File: src/rtl/frame_builder.sv
// frame_builder: parametrised sender-side framer.
// Generates a framed byte stream of NUM_ROWS x NUM_COLS bytes per frame:
// overhead columns, client payload pulled through a valid/ready handshake,
// and one trailing stuff column per row.
// Optional feature macro: FRAME_BIP8_EN. When defined, the XOR of every
// accepted payload byte of a frame is carried in row 0, col 8 of the next frame.
// Without it, that byte is 0x00 and no accumulator is built.
//
// Handshake: o_pyld_ready is a pure function of state (high only in PYLD).
// A payload byte transfers on a rising clock edge where both
// i_pyld_data_valid and o_pyld_ready are high. The framer never consumes data
// outside PYLD, and ready never looks at valid.
module frame_builder #(
   parameter int NUM_ROWS = 4,
   parameter int NUM_COLS = 1041,
   parameter int OH_COLS  = 16,
   localparam int ROW_W = (NUM_ROWS > 1) ? $clog2(NUM_ROWS) : 1,
   localparam int COL_W = (NUM_COLS > 1) ? $clog2(NUM_COLS) : 1
) (
   input  logic             i_clk,
   input  logic             i_rst,
   input  logic             i_en,
   input  logic             i_arq_en,
   input  logic [7:0]       i_pyld_data,
   input  logic             i_pyld_data_valid,
   output logic             o_pyld_ready,
   output logic [7:0]       o_frame_data,
   output logic             o_frame_data_valid,
   output logic             o_frame_data_fas,
   output logic             o_frame_sof,
   output logic [ROW_W-1:0] o_row_cnt,
   output logic [COL_W-1:0] o_col_cnt,
   output logic [7:0]       o_mfas,
   output logic [1:0]       o_dbg_state
);

   typedef enum logic [1:0] {
      ST_IDLE  = 2'd0,
      ST_OH    = 2'd1,
      ST_PYLD  = 2'd2,
      ST_STUFF = 2'd3
   } state_t;

   localparam logic [ROW_W-1:0] LAST_ROW  = ROW_W'(NUM_ROWS - 1);
   localparam logic [COL_W-1:0] OH_LAST   = COL_W'(OH_COLS - 1);
   localparam logic [COL_W-1:0] PYLD_LAST = COL_W'(NUM_COLS - 2);

   localparam logic [7:0] FAS_A = 8'hF6;
   localparam logic [7:0] FAS_B = 8'h28;

   // Position of the next byte to be emitted.
   state_t           state_q, state_d;
   logic [ROW_W-1:0] row_q, row_d;
   logic [COL_W-1:0] col_q, col_d;
   logic [7:0]       mfas_q, mfas_d;

   // Registered output stage.
   logic [7:0]       data_q, data_d;
   logic             valid_q, valid_d;
   logic             fas_q, fas_d;
   logic             sof_q, sof_d;
   logic [ROW_W-1:0] orow_q, orow_d;
   logic [COL_W-1:0] ocol_q, ocol_d;

   logic             pyld_ready;
   logic             accept;
   logic             emit;
   logic             frame_end;
   logic [7:0]       oh_byte;
   logic [7:0]       bip_byte;

   assign pyld_ready = (state_q == ST_PYLD);
   assign accept     = pyld_ready & i_pyld_data_valid;

`ifdef FRAME_BIP8_EN
   logic [7:0] bip_acc_q, bip_acc_d;
   logic [7:0] bip_last_q, bip_last_d;

   // BIP-8: fold accepted payload into the accumulator, hand it over at frame end.
   always_comb begin
      bip_acc_d  = bip_acc_q;
      bip_last_d = bip_last_q;
      if (frame_end) begin
         bip_last_d = bip_acc_q;
         bip_acc_d  = 8'h00;
      end else if (accept) begin
         bip_acc_d = bip_acc_q ^ i_pyld_data;
      end
   end

   // BIP-8 registers; an aborted frame discards its partial parity.
   always_ff @(posedge i_clk) begin
      if (i_rst) begin
         bip_acc_q  <= 8'h00;
         bip_last_q <= 8'h00;
      end else begin
         bip_acc_q  <= bip_acc_d;
         bip_last_q <= bip_last_d;
      end
   end

   assign bip_byte = bip_last_q;
`else
   assign bip_byte = 8'h00;
`endif

   // Overhead byte for the current position; rows other than 0 are all zero.
   always_comb begin
      oh_byte = 8'h00;
      if (row_q == '0) begin
         if (col_q < COL_W'(3)) begin
            oh_byte = FAS_A;
         end else if (col_q < COL_W'(6)) begin
            oh_byte = FAS_B;
         end else if (col_q == COL_W'(6)) begin
            oh_byte = i_arq_en ? 8'hFF : 8'h00;
         end else if (col_q == COL_W'(7)) begin
            oh_byte = mfas_q;
         end else if (col_q == COL_W'(8)) begin
            oh_byte = bip_byte;
         end
      end
   end

   // Framing FSM: next state, next position and next output byte.
   always_comb begin
      state_d   = state_q;
      row_d     = row_q;
      col_d     = col_q;
      mfas_d    = mfas_q;
      data_d    = data_q;
      valid_d   = 1'b0;
      fas_d     = 1'b0;
      sof_d     = 1'b0;
      orow_d    = orow_q;
      ocol_d    = ocol_q;
      emit      = 1'b0;
      frame_end = 1'b0;

      case (state_q)
         ST_IDLE: begin
            // Idle holds position at the frame origin and shows nothing valid.
            row_d  = '0;
            col_d  = '0;
            data_d = 8'h00;
            orow_d = '0;
            ocol_d = '0;
            if (i_en) begin
               state_d = ST_OH;
            end
         end

         ST_OH: begin
            emit   = 1'b1;
            data_d = oh_byte;
            if ((row_q == '0) && (col_q == '0)) begin
               fas_d = 1'b1;
               sof_d = 1'b1;
            end
            col_d = col_q + COL_W'(1);
            if (col_q == OH_LAST) begin
               state_d = ST_PYLD;
            end
         end

         ST_PYLD: begin
            // Position only moves when the client actually hands over a byte.
            if (accept) begin
               emit   = 1'b1;
               data_d = i_pyld_data;
               col_d  = col_q + COL_W'(1);
               if (col_q == PYLD_LAST) begin
                  state_d = ST_STUFF;
               end
            end
         end

         ST_STUFF: begin
            emit   = 1'b1;
            data_d = 8'h00;
            col_d  = '0;
            if (row_q == LAST_ROW) begin
               // Frame boundary: the only point where i_en is looked at again.
               row_d     = '0;
               frame_end = 1'b1;
               state_d   = i_en ? ST_OH : ST_IDLE;
            end else begin
               row_d   = row_q + ROW_W'(1);
               state_d = ST_OH;
            end
         end

         default: begin
            state_d = ST_IDLE;
         end
      endcase

      if (emit) begin
         valid_d = 1'b1;
         orow_d  = row_q;
         ocol_d  = col_q;
      end

      if (frame_end) begin
         mfas_d = mfas_q + 8'd1;
      end
   end

   // State, position, multiframe counter and output registers.
   always_ff @(posedge i_clk) begin
      if (i_rst) begin
         state_q <= ST_IDLE;
         row_q   <= '0;
         col_q   <= '0;
         mfas_q  <= 8'h00;
         data_q  <= 8'h00;
         valid_q <= 1'b0;
         fas_q   <= 1'b0;
         sof_q   <= 1'b0;
         orow_q  <= '0;
         ocol_q  <= '0;
      end else begin
         state_q <= state_d;
         row_q   <= row_d;
         col_q   <= col_d;
         mfas_q  <= mfas_d;
         data_q  <= data_d;
         valid_q <= valid_d;
         fas_q   <= fas_d;
         sof_q   <= sof_d;
         orow_q  <= orow_d;
         ocol_q  <= ocol_d;
      end
   end

   assign o_pyld_ready       = pyld_ready;
   assign o_frame_data       = data_q;
   assign o_frame_data_valid = valid_q;
   assign o_frame_data_fas   = fas_q;
   assign o_frame_sof        = sof_q;
   assign o_row_cnt          = orow_q;
   assign o_col_cnt          = ocol_q;
   assign o_mfas             = mfas_q;
   assign o_dbg_state        = state_q;

endmodule

File: config.mk
export PLATFORM = sky130hd
export DESIGN_NAME = frame_builder
export DESIGN_NICKNAME = d
export VERILOG_FILES = /design/src/rtl/frame_builder.sv
export SDC_FILE = /design/constraint.sdc
export NUM_CORES = 1
export LEC_CHECK = 0
export CORE_UTILIZATION = 57
export CTS_BUF_LIST = sky130_fd_sc_hd__clkbuf_4 sky130_fd_sc_hd__clkbuf_8
export DETAILED_ROUTE_END_ITERATION = 7
export PLACE_DENSITY = 0.88
export SYNTH_ARGS = -nofsm -noshare
export SYNTH_HDL_FRONTEND = slang
export SYNTH_SLANG_ARGS = --single-unit
File: constraint.sdc
create_clock -name i_clk -period 3.98 [get_ports i_clk]
set_input_delay 0.995 -clock i_clk [delete_from_list [all_inputs] [get_ports i_clk]]
set_output_delay 0.995 -clock i_clk [all_outputs]
set_load 0.005 [all_outputs]
==> flow_summary.yaml <==
yosys:
  synth_top_area_share_pct: 39.8
  netlist_area_um2: 2320
  synth-seq-cells: 46
  synthDistinctLibCells: 48
  synth_fa_ha_area_share_pct: 5.40
  synth_mux_area_share_pct: 0.864
  synth.most_common_cell: "dfxtp_1"
  synth_cells: 289
  async_reset_ff_share_pct: 0
  post_synth.cell_area_avg_um2: 8.01
  synthTopCellsByCount: "46 x dfxtp_1, 39 x nand2_1, 31 x nor2_1"
  ys_top_cells_by_area: "dfxtp_1 40%, nand2_1 6.3%, a21oi_1 5.6%, ha_1 5.4%, nor2_1 5.0%"
  yosysWarnings: 0
  synth_edf_count: 0
  synth_xor_area_share_pct: 5.29
  syn_nets: 312
  ys_seq_area_share_pct: 39.8
  synth_top_family_by_area: "simple AND/OR/NAND/NOR gates"
  synth_ff_type: "dfxtp_1"
  yosysTopAreaCell: "dfxtp_1"
  synthSimpleGateAreaFrac_pct: 24.6
  synth_compound_area_share_pct: 17.9
timing:
  period_minus_slack_ns: 2.73
  fmax_mhz: 366
  finalSetupTns_ns: 0
  post-route-period-util_pct: 68.7
  hold_violations: 0
  drv_slew: 0
  fin_skew_ns: 0.00762
  worst_slew_pin_slew_ns: 0.901
  slew_headroom_pct: 39.7
  rsz0062_at_grt: "no"
  setup_viol: 0
  setup_slack_ns: 1.25
  holdWs_ns: 0.453
worst_setup_path:
  cp-end-kind: "flip-flop"
  cp_slowest_cell: "clkdlybuf4s50_1"
  critPathRequiredTime_ns: 4.18
  r2r_slack_ns: 1.65
  r2r-start: "o_dbg_state[0]"
  reg2reg_to: "o_dbg_state[0]"
  crit_chain: "clkdlybuf4s50_1, buf_4, nand2b_1, nand2_1, o32a_1, a311o_1"
  max_stage_delay_ns: 0.45
  path_max_fanout: 13
  arrival_ns: 2.94
  crit_path_start_kind: "input pin"
  worstSetupPathType: "input pin to flip-flop"
  cp-startpoint: "i_pyld_data_valid"
  reg2regPathDepth: 7
worst_hold_path:
  holdPathEnd: "o_col_cnt[6]"
  hold_class: "flip-flop to flip-flop"
  min_path_cells: 2
  hp-start: "o_col_cnt[6]"
clock_network:
  cts_sinks: 46
  cts_made_buffers: 5
  cts_resized: 0
  tritoncts: "built"
  postCtsSetupBuffers: 0
  clk_latency_ns: 0.30
  cts_hold_buf: 0
  path_clk_slew_ns: 0.09
  cts-root-buf: "clkbuf_8"
  cts_max_level: 2
  clk_path_buf_depth: 2
global_route:
  antenna_found_initial: 0
  grt_max_degree: 27
  grt_pass1_wl_um: 8800
  overflow: 0
  track_usage_pct: 27.1
  grt_pass1_vias: 1849
drt:
  drtPass1Iterations: 5
  drc_errors: 0
  post_drt_wl_per_cell_um: 14.4
  vias: 2183
  routed_wl_um: 5460
  ant_nets: 0
  drt_iter0_drc: 206
  drt-vias-per-instance: 5.78
placement:
  dpl_worst_slack_ns: 0.926
  globalplace.congestion: 0.868
  placed_area_um2: 2800
  io_buffer_count: 47
  place_hpwl_um: 3810
floorplanning:
  initial_core_util_pct: 61.4
  placeableCoreArea_um2: 3770
  num_io_pins: 48
  die_w_um: 65.7
  rows: 22
  dieArea_um2: 4320
  die_h_um: 65.7
layout:
  diodes: 0
  final_area_um2: 2910
  num-fill-cells: 276
  syn2layout_area_growth_pct: 25.7
  drive_gt1_share_pct: 6.67
  nets: 352
  final_util_pct: 77.2
flow_run:
  maxCapViolCount: 0
status:
  status: "finished, final reports clean"
power_and_ir_drop:
  power_leakage_nw: 1.06
  cellPowerDensity_nw_per_um2: 463
  peakVddDrop_v: 0.000318
sequential cells by signal (all words and copies together), names as in the netlist:
| signal | flops |
|---|---|
| o_row_cnt | 2 |
| o_frame_data | 8 |
| o_frame_sof | 1 |
| col_q | 11 |
| row_q | 2 |
| o_dbg_state | 2 |
| o_col_cnt | 11 |
| o_frame_data_valid | 1 |
| o_mfas | 8 |
layout make-up:
| cell class | instances | area (um^2) | share of cell area [%] |
|---|---|---|---|
| Sequential cell | 46 | 921 | 31.6 |
| Inverter | 19 | 71.3 | 2.45 |
| Clock inverter | 2 | 37.5 | 1.29 |
| Tap cell | 48 | 60.1 | 2.06 |
| Timing Repair Buffer | 50 | 493 | 16.9 |
| Multi-Input combinational cell | 207 | 1250 | 43.0 |
| Clock buffer | 6 | 76.3 | 2.62 |
cell usage in the layout, fill, tap and decap left out, types with 3 or more instances in the layout:
master            n
a21oi_1          26
a2bb2oi_1         4
buf_4             3
clkbuf_8          5
clkdlybuf4s50_1  47
dfxtp_1          46
ha_1             10
inv_1            19
nand2_1          39
nand2b_1          4
nand3_1           7
nand3b_1          4
nand4_1           4
nor2_1           31
nor2b_1           5
nor3_1            6
o21ai_0          12
or2_2             3
or3_1             4
xnor2_1           5
xor2_1            9
per-stage QoR:
stage | instances | power (W)
final | 378 | 0.00135
after global routing | 378 | 0.00143
after CTS | 378 | 0.00136
after detailed placement | 370 | 0.00100
after global placement | 370 | 0.000993
after floorplan | 289 | 0.000839
report_power, final:
| group | internal (W) | switching [W] | total (W) | leakage, nW |
|---|---|---|---|---|
| sequential | 0.000502 | 0.0000393 | 0.000542 | 0.372 |
| clock | 0.000194 | 0.000159 | 0.000353 | 0.0548 |
| combinational | 0.000206 | 0.000246 | 0.000452 | 0.628 |
| total | 0.000902 | 0.000445 | 0.00135 | 1.06 |
layer usage:
layer	part of all wire (%)	global-route usage, %
met5	0	0
met4	1.2	10.3
met3	7.8	6.42
met2	46	40.6
met1	45	37.2
worst max path at each step:
stage	slack [ns]	to
CTS	1.26	o_dbg_state[0]
global placement	0.97	o_dbg_state[0]
finish	1.25	o_dbg_state[0]
detailed placement	0.93	o_dbg_state[0]
global route	1.15	o_dbg_state[1]
floorplan	1.99	o_dbg_state[0]
critical path, delay by kind of cell:
family,cells,cell delay (ns)
AO/OA/AOI/OAI,2,0.72
buffers and inverters,2,0.62
AND/OR/NAND/NOR,2,0.60
cell families after synthesis:
group / Yosys count
simple gates: 117
fa+ha+maj: 10
compound gates: 64
flops: 46
mux: 2
buf+inv: 36
xor+xnor: 14
No activity file was read; power rests on OpenSTA's default activity.
